`src/rtl/div_sequencer_if.sv`:
```
// Handshake bundle between the divide requester/datapath environment and div_sequencer.
// The master side issues requests and hosts the restoring datapath; the slave is the sequencer.
interface div_sequencer_if #(
    parameter int DATA_WIDTH = 32
);
    logic                  start;
    logic                  is_signed;
    logic [DATA_WIDTH-1:0] dividend;
    logic [DATA_WIDTH-1:0] divisor;
    logic                  busy;
    logic                  out_valid;
    logic [DATA_WIDTH-1:0] quotient;
    logic                  div_by_zero;
    logic [DATA_WIDTH-1:0] dp_operand1;
    logic [DATA_WIDTH-1:0] dp_operand2;
    logic                  dp_initialize;
    logic                  dp_load_divident;
    logic                  dp_sh_en;
    logic [DATA_WIDTH-1:0] dp_result;
    logic                  dp_ge;
    logic                  dp_done;

    modport master (
        output start, is_signed, dividend, divisor, dp_result, dp_ge, dp_done,
        input  busy, out_valid, quotient, div_by_zero,
               dp_operand1, dp_operand2, dp_initialize, dp_load_divident, dp_sh_en
    );

    modport slave (
        input  start, is_signed, dividend, divisor, dp_result, dp_ge, dp_done,
        output busy, out_valid, quotient, div_by_zero,
               dp_operand1, dp_operand2, dp_initialize, dp_load_divident, dp_sh_en
    );
endinterface

```
`src/rtl/div_sequencer.sv`:
```
// Sequencer for the multi-cycle restoring divider: operand magnitude capture,
// per-step strobes, sign fix-up and a registered one-cycle result pulse.
module div_sequencer #(
    parameter int DATA_WIDTH = 32
) (
    input logic          CLK,
    input logic          RST,
    div_sequencer_if.slave bus
);
    localparam int MSB = DATA_WIDTH - 1;

    typedef enum logic [1:0] {IDLE, INIT, RUN} state_t;

    state_t                state, state_nxt;
    logic                  busy_r, vld_r, dz_r, neg_q;
    logic [DATA_WIDTH-1:0] quot_r, op1_r, op2_r;
    logic [DATA_WIDTH-1:0] mag_a, mag_b, q_fix;
    logic                  accept, dz_hit, finish;
    logic                  init_s, load_s, sh_s;

    // Two's-complement negation wraps, so abs(MIN_INT) stays 0x80..0 read as unsigned.
    always_comb begin
        mag_a = (bus.is_signed && bus.dividend[MSB]) ? (~bus.dividend + 1'b1) : bus.dividend;
        mag_b = (bus.is_signed && bus.divisor[MSB])  ? (~bus.divisor + 1'b1)  : bus.divisor;
        q_fix = neg_q ? (~bus.dp_result + 1'b1) : bus.dp_result;
    end

    assign accept = (state == IDLE) && bus.start && (bus.divisor != '0);
    assign dz_hit = (state == IDLE) && bus.start && (bus.divisor == '0);
    assign finish = (state == RUN) && bus.dp_done;

    always_ff @(posedge CLK or negedge RST) begin
        if (!RST) state <= IDLE;
        else      state <= state_nxt;
    end

    always_comb begin
        state_nxt = state;
        init_s    = 1'b0;
        load_s    = 1'b0;
        sh_s      = 1'b0;
        case (state)
            IDLE: if (accept) state_nxt = INIT;
            INIT: begin
                init_s    = 1'b1;
                state_nxt = RUN;
            end
            RUN: begin
                if (bus.dp_done) state_nxt = IDLE;
                else begin
                    load_s = bus.dp_ge;
                    sh_s   = ~bus.dp_ge;
                end
            end
            default: state_nxt = IDLE;
        endcase
    end

    always_ff @(posedge CLK or negedge RST) begin
        if (!RST) begin
            busy_r <= 1'b0;
            vld_r  <= 1'b0;
            dz_r   <= 1'b0;
            neg_q  <= 1'b0;
            quot_r <= '0;
            op1_r  <= '0;
            op2_r  <= '0;
        end else begin
            vld_r <= 1'b0;
            if (accept) begin
                op1_r  <= mag_a;
                op2_r  <= mag_b;
                neg_q  <= bus.is_signed & (bus.dividend[MSB] ^ bus.divisor[MSB]);
                busy_r <= 1'b1;
            end
            // Divide-by-zero never touches the datapath; answer straight from IDLE.
            if (dz_hit) begin
                quot_r <= '1;
                dz_r   <= 1'b1;
                vld_r  <= 1'b1;
            end
            if (finish) begin
                quot_r <= q_fix;
                dz_r   <= 1'b0;
                vld_r  <= 1'b1;
                busy_r <= 1'b0;
            end
        end
    end

    assign bus.busy             = busy_r;
    assign bus.out_valid        = vld_r;
    assign bus.quotient         = quot_r;
    assign bus.div_by_zero      = dz_r;
    assign bus.dp_operand1      = op1_r;
    assign bus.dp_operand2      = op2_r;
    assign bus.dp_initialize    = init_s;
    assign bus.dp_load_divident = load_s;
    assign bus.dp_sh_en         = sh_s;
endmodule

```
`src/flat_wrapper.sv`:
```
// flat-port wrapper written by rule: the top's interface ports become plain ports
module div_sequencer_flat 
#(
    parameter int DATA_WIDTH = 32
)
  (CLK, RST, bus_start, bus_is_signed, bus_dividend, bus_divisor, bus_dp_result, bus_dp_ge, bus_dp_done, bus_busy, bus_out_valid, bus_quotient, bus_div_by_zero, bus_dp_operand1, bus_dp_operand2, bus_dp_initialize, bus_dp_load_divident, bus_dp_sh_en);
  div_sequencer_if #(.DATA_WIDTH(DATA_WIDTH)) bus_i ();
  input logic CLK;
  input logic RST;
  input wire logic [$bits(bus_i.start)-1:0] bus_start;
  input wire logic [$bits(bus_i.is_signed)-1:0] bus_is_signed;
  input wire logic [$bits(bus_i.dividend)-1:0] bus_dividend;
  input wire logic [$bits(bus_i.divisor)-1:0] bus_divisor;
  input wire logic [$bits(bus_i.dp_result)-1:0] bus_dp_result;
  input wire logic [$bits(bus_i.dp_ge)-1:0] bus_dp_ge;
  input wire logic [$bits(bus_i.dp_done)-1:0] bus_dp_done;
  output wire logic [$bits(bus_i.busy)-1:0] bus_busy;
  output wire logic [$bits(bus_i.out_valid)-1:0] bus_out_valid;
  output wire logic [$bits(bus_i.quotient)-1:0] bus_quotient;
  output wire logic [$bits(bus_i.div_by_zero)-1:0] bus_div_by_zero;
  output wire logic [$bits(bus_i.dp_operand1)-1:0] bus_dp_operand1;
  output wire logic [$bits(bus_i.dp_operand2)-1:0] bus_dp_operand2;
  output wire logic [$bits(bus_i.dp_initialize)-1:0] bus_dp_initialize;
  output wire logic [$bits(bus_i.dp_load_divident)-1:0] bus_dp_load_divident;
  output wire logic [$bits(bus_i.dp_sh_en)-1:0] bus_dp_sh_en;
  assign bus_i.start = bus_start;
  assign bus_i.is_signed = bus_is_signed;
  assign bus_i.dividend = bus_dividend;
  assign bus_i.divisor = bus_divisor;
  assign bus_i.dp_result = bus_dp_result;
  assign bus_i.dp_ge = bus_dp_ge;
  assign bus_i.dp_done = bus_dp_done;
  assign bus_busy = bus_i.busy;
  assign bus_out_valid = bus_i.out_valid;
  assign bus_quotient = bus_i.quotient;
  assign bus_div_by_zero = bus_i.div_by_zero;
  assign bus_dp_operand1 = bus_i.dp_operand1;
  assign bus_dp_operand2 = bus_i.dp_operand2;
  assign bus_dp_initialize = bus_i.dp_initialize;
  assign bus_dp_load_divident = bus_i.dp_load_divident;
  assign bus_dp_sh_en = bus_i.dp_sh_en;
  div_sequencer #(.DATA_WIDTH(DATA_WIDTH)) u_core (.CLK(CLK), .RST(RST), .bus(bus_i));
endmodule
```
`config.mk`:
```
export PLATFORM = sky130hd
export DESIGN_NAME = div_sequencer_flat
export DESIGN_NICKNAME = d
export VERILOG_FILES = /design/src/rtl/div_sequencer_if.sv /design/src/rtl/div_sequencer.sv /design/src/flat_wrapper.sv
export SDC_FILE = /design/constraint.sdc
export NUM_CORES = 1
export LEC_CHECK = 0
export CORE_UTILIZATION = 49
export CTS_CLUSTER_DIAMETER = 120
export DETAILED_ROUTE_END_ITERATION = 10
export PLACE_DENSITY_LB_ADDON = 0.08
export SYNTH_ARGS = -nofsm -noshare
export SYNTH_HDL_FRONTEND = slang
export SYNTH_SLANG_ARGS = --single-unit
```
`constraint.sdc`:
```
create_clock -name CLK -period 2.21 [get_ports CLK]
set_input_delay 0.663 -clock CLK [delete_from_list [all_inputs] [get_ports CLK]]
set_output_delay 0.663 -clock CLK [all_outputs]
set_load 0.1 [all_outputs]
```
==> results by stage, run 1 <==
Clocking:
- The number of sinks driven by the clock tree is 102.
- The total of hold buffers inserted after clock tree synthesis is 0.
- The level count of the clock H-tree is 3.
- The number of clock buffers added by TritonCTS is 9.
- The tree is rooted in a sky130_fd_sc_hd__clkbuf_16.
- The number of buffers on the longest clock path is 2.

Place:
- Port buffering added a little over 200 buffers.
- At the end of routability-driven placement, the weighted congestion stood at about 0.90.
- Detailed placement ended at an HPWL of about 13 mm.

Run status:
- The run stopped with a tool error.
- The tool reported: "[ERROR DPL-0038] Utilization greater than 100%, impossible to legalize".
- The stage at which the flow ended is global routing.

Synth:
- The fraction of synthesis flops using an asynchronous set or reset pin is 1.000.
- The total nets after synthesis is approximately 740.
- The Yosys warning count is 0.
- The total of flip-flops plus latches after synthesis is around 100.
- The post-synthesis cell type count is 46.
- The most used flip-flop cell after synthesis is sky130_fd_sc_hd__dfrtp_1.
- For this run, the register share of the synthesized area comes to 0.4495.
- Synthesis handed over a netlist of 637 instances.
- A synthesized cell averages a little under 9 um^2.
- After synthesis the cells add up to 0.005678 mm^2.
- The number of synthesized flops with an enable pin is 0.

Die:
- Measured along the y axis, the die boundary spans 109.6 um.
- The initial utilization of the core area, before any placement, comes to 0.5125.
- Row generation in the floorplan step produced 38 rows.
- The x dimension of the die is about 110 um.
- The I/O pin total is 204.

STA:
- The last worst endpoint in the global-route repair_timing is u_core.bus.quotient[0]$_DFFE_PN0P_/D.
- The type of the worst endpoint after the last repair is a sequential cell input.

Global route:
- The pin count of the biggest net entering global routing is 31.
[per-stage QoR]
stage	worst slack, ns	cells	util	setup TNS [ns]	instance area, um^2
2_1_floorplan	-0.4547	637	-	-25.84	5816
3_3_place_gp	-1.063	1091	0.8016	-77.65	8880
3_5_place_dp	-1.121	1091	0.8016	-80.67	8880
4_1_cts	-0.2743	1168	0.9615	-12.25	10650
[cells by family after synthesis]
logic type | count (synthesis) | share of synthesized area
compound gates | 170 | 0.1719
xor+xnor | 90 | 0.1388
fa+ha+maj | 3 | 0.006612
buf+inv | 46 | 0.03438
flops | 102 | 0.4495
mux | 4 | 0.007052
simple gates | 222 | 0.1917
[repair_timing]
action	CTS
resized for setup	316
cloned	17
setup endpoints to repair	103
pin swaps	85
buffers inserted	49
[synthesized netlist by cell type, types with 13 or more instances]
cell type | instances | area (um^2)
sky130_fd_sc_hd__o31ai_1 | 22 | 165.2
sky130_fd_sc_hd__inv_1 | 14 | 52.55
sky130_fd_sc_hd__o21ai_0 | 65 | 325.3
sky130_fd_sc_hd__a31oi_1 | 13 | 81.33
sky130_fd_sc_hd__a21oi_1 | 46 | 230.2
sky130_fd_sc_hd__dfrtp_1 | 102 | 2552
sky130_fd_sc_hd__xor2_1 | 52 | 455.4
sky130_fd_sc_hd__nor2_1 | 62 | 232.7
sky130_fd_sc_hd__clkbuf_1 | 17 | 63.81
sky130_fd_sc_hd__nand2_1 | 86 | 322.8
sky130_fd_sc_hd__xnor2_1 | 38 | 332.8
==> inputs of run 2 (changes only) <==
CORE_UTILIZATION = 35   (was 49)
CTS_CLUSTER_DIAMETER = unset   (was 120)
PLACE_DENSITY_LB_ADDON = 0.15   (was 0.08)
==> run 2 against run 1 <==
  * The flow now finishes, with violations (setup timing)
  * Synthesized cell count stayed put
  * Area after synthesis stayed put
==> results by stage, run 2 <==
Critical path:
- The number of cells on the worst reg-to-reg path is 8.
- STA classifies the critical path endpoint as a flip-flop.
- STA puts the critical path data arrival time at around 2.7 ns.
- The internal reg-to-reg setup slack is roughly 0.38 ns.
- The largest driver fanout on the critical path is 2.
- The critical path goes through buf_6 -> or4_4 -> or4_4 -> or4_4 -> nand2_2 -> xor2_1 -> a21oi_1.
- The critical path is of the input port to flip-flop type.
- The critical path startpoint category is an input port.
- At the worst endpoint, the required time is between 2 and 2.5 ns.
- The cell repeated most along the worst path is sky130_fd_sc_hd__or4_4.
- The maximum cell stage delay along the critical path is 0.56 ns.
- The largest individual stage delay along the critical path comes from the cell sky130_fd_sc_hd__or4_4.

STA:
- Adding up every negative setup slack in the final design gives -6.441 ns.
- The shortest period the worst path allows is between 2 and 2.5 ns.
- The maximum clock rate is slightly above 0.4 GHz.
- The number of hold violations in the final report came to 0.
- The headroom to the max-slew limit is 0.5479.
- The transition time at the pin with the least slew margin is between 0.6 and 0.7 ns.
- The final period utilization is 1.092.
- The final worst slack is -0.2029 ns.
- Setup repair after global routing could not meet its margin everywhere.
- Across all hold checks on the routed design, the worst slack comes to 0.1455 ns.
- Setup violations remaining at the end of the flow were counted as between 90 and 100.
- The number of max-slew violations in the final report is 0.
- For the final database, setup skew stands at between 0.006 and 0.007 ns.

Clocking:
- The tree is rooted in a sky130_fd_sc_hd__clkbuf_16.
- The clock transition at the registers of the reported paths is 0.07 ns.
- The clock reaches the later pin of the worst-skew pair after approximately 0.35 ns.
- TritonCTS built the clock tree.
- The level count of the clock H-tree is 3.
- The number of sinks driven by the clock tree is about 100.
- In this run the deepest clock path goes through 2 buffers.
- The CTS buffer count is 9.
- The number of hold buffers added after CTS was 0.

Synth:
- The synthesized-area fraction occupied by and/or/nand/nor cells is 0.1917.
- The mean cell area of the mapped netlist is a little under 9 um^2.
- Of the total synthesized cell area, the portion taken by full adders, half adders and majority gates is 0.006611.
- The most used standard cell by instance count after synthesis is sky130_fd_sc_hd__dfrtp_1.
- The mux share of post-synthesis cell area is 0.007052.
- The total of flip-flops plus latches after synthesis is 102.
- By area the synthesized netlist is led by sky130_fd_sc_hd__dfrtp_1 45%, sky130_fd_sc_hd__xor2_1 8.0%, sky130_fd_sc_hd__xnor2_1 5.9%, sky130_fd_sc_hd__o21ai_0 5.7%, sky130_fd_sc_hd__nand2_1 5.7%.
- The total nets after synthesis is around 740.
- Counting flops with an async set or reset pin after synthesis yields a share of 1.000.
- The largest family of logic cells by synthesized area is simple AND/OR/NAND/NOR gates.
- The share of the yosys chip area belonging to registers is 0.4495.
- The number of synthesized flops with an enable pin is 0.
- In the synthesized netlist, the number of instances is 637.
- Summed over all instances, the cell type with the most area after synthesis is sky130_fd_sc_hd__dfrtp_1.
- Among all flip-flop cells after synthesis, the most frequent one is sky130_fd_sc_hd__dfrtp_1.
- The fraction of the mapped netlist area in compound gates was 0.1719.
- Of the total synthesized cell area, the portion taken by XOR and XNOR cells is 0.1388.
- The commonest cells after synthesis are 102 x sky130_fd_sc_hd__dfrtp_1, 86 x sky130_fd_sc_hd__nand2_1, 65 x sky130_fd_sc_hd__o21ai_0.
- The cell area after synthesis is approximately 0.0057 mm^2.
- The area share of the largest cell type after synthesis is 0.4495.
- For this run, the number of Yosys warnings is 0.
- The number of different library cells used by synthesis comes to 46.

Detailed routing:
- The total vias in the final route is ~6500.
- The post-detailed-route DRC marker count is 0.
- For this block, the initial DRC count from the detailed router was 383.
- The number of iterations in the first detailed-routing pass is 4.
- In the final routed layout, each cell accounts on average for 17.97 um.
- The total length of routed wires is ~23 mm.
- Dividing the detail-routed via count by the number of cells gives ~5.2.
- The number of nets with antenna violations after routing is 0.

Cells and area:
- After the flow finishes, the layout carries non-filler instances totaling between 1000 and 1500.
- In the final layout, the share of cells above drive strength 1 is 0.5255.
- Leaving out fill and tap cells, the most frequent cells in the layout are 250 x sky130_fd_sc_hd__buf_4, 102 x sky130_fd_sc_hd__dfrtp_1, 52 x sky130_fd_sc_hd__xor2_1.
- The area growth from synthesis to layout is 98.90%.
- After the last flow step, the layout net total stands at 1139.
- The number of fillers in the final layout is 1160.
- The number of antenna diodes in the final layout is 0.
- The most common library cell in the layout ignoring fill and taps is sky130_fd_sc_hd__buf_4.

Power:
- The design draws between 0.015 and 0.02 W.
- The maximum ir drop on the vdd rail is 0.001101 V.
- The leakage power total is a little over 5 nW.
- The areal power density over the cells is 1610 mW/mm^2.

Place:
- Before CTS, the worst setup slack after placement is -1.046 ns.
- Port buffering added about 200 buffers.
- Summed over all nets, the half-perimeter wirelength after detailed placement is around 13 mm.
- Once placement completed, the tool counted placed cells totaling 1172.
- The routability congestion estimate from global placement is between 0.9 and 1.

Die:
- The x dimension of the die is roughly 130 um.
- For this configuration, the core starts out at a cell density of 0.3574.
- The area of the placeable core is about 0.016 mm^2.
- The count of standard-cell rows is 46.
- The vertical extent of the die is roughly 130 um.
- The area of the die is 0.01674 mm^2.
- The I/O pin total is between 200 and 250.

Global route:
- The number of global-route vias before repair is 6637.
- The initial antenna violation count is 0.
- The total congestion overflow after global routing is 0.
- The wire length of the first global-routing pass is around 34 mm.
- The global router's overall resource usage is 0.2615.
- The pin count of the biggest net entering global routing is 40.

Flow run:
- Across the run, the number of max-cap violations was 0.

Run status:
- The run finished, with violations left.
- The checks that failed: setup timing.

Worst hold path:
- In this run the worst hold path is classified as input port to async pin.
-- run 2: critical path: cells and delay by family --
kind / cells / cell delay [ns]
AO/OA/AOI/OAI: 1 / 0.08
AND/OR/NAND/NOR: 4 / 1.66
buffers and inverters: 1 / 0.09
XOR/XNOR: 1 / 0.15
-- run 2: timing repair --
item	CTS	global route
gates resized for setup	260	163
pin swaps	57	85
setup endpoints to repair	103	102
cloned	22	2
setup buffers	47	13
-- run 2: metal layers --
layer,track usage,up-vias,routed length [um]
met5,0,-,0
li1,-,3039,-
met2,0.4567,231,11650
met1,0.3094,3161,8898
met3,0.05326,44,1416
met4,0.1183,0,584
-- run 2: area by class of cell --
class                           count  area (um^2)  area share
Clock inverter                      5        65.06    0.005761
Timing Repair Buffer              417         4135      0.3662
Tap cell                          216        270.3     0.02393
Clock buffer                       11        252.7     0.02238
Multi-Input combinational cell    489         3941      0.3490
Inverter                           15        76.32    0.006758
Sequential cell                   102         2552      0.2260
-- run 2: worst paths after layout --
check | start | to
max in group asynchronous | RST | u_core.bus.dp_operand1[24]$_DFFE_PN0P_
max | bus_dp_result[7] | u_core.bus.quotient[26]$_DFFE_PN0P_
min in group CLK | u_core.bus.dp_operand2[2]$_DFFE_PN0P_ | u_core.bus.dp_operand2[2]$_DFFE_PN0P_
min | RST | u_core.bus.quotient[21]$_DFFE_PN0P_
min reg2reg | u_core.bus.dp_operand2[2]$_DFFE_PN0P_ | u_core.bus.dp_operand2[2]$_DFFE_PN0P_
max reg2reg | u_core.state[1]$_DFFE_PN0P_ | u_core.bus.dp_operand2[31]$_DFFE_PN0P_
-- run 2: cells by family (layout without fill, tap and decap cells) --
family,Yosys count,in the layout
and+or+nand+nor,222,222
AOI/OAI and AO/OA,170,170
DFF,102,102
xor gates and xnor gates,90,90
buffers and inverters,46,448
muxes,4,4
adders and majority gates,3,3
-- run 2: power breakdown --
group | switching [W] | internal, W
combinational | 0.00906 | 0.00381
sequential | 0.000835 | 0.00276
clock | 0.000767 | 0.000954
-- run 2: stage by stage --
| stage | util | instance area (um^2) |
|---|---|---|
| after detailed placement | 0.5697 | 9050 |
| after floorplan | - | 5816 |
| after global routing | 0.7109 | 11290 |
| final | 0.7109 | 11290 |
| after global placement | 0.5697 | 9050 |
| after CTS | 0.6831 | 10850 |
Note: power is estimated with default switching activity, not from simulation.
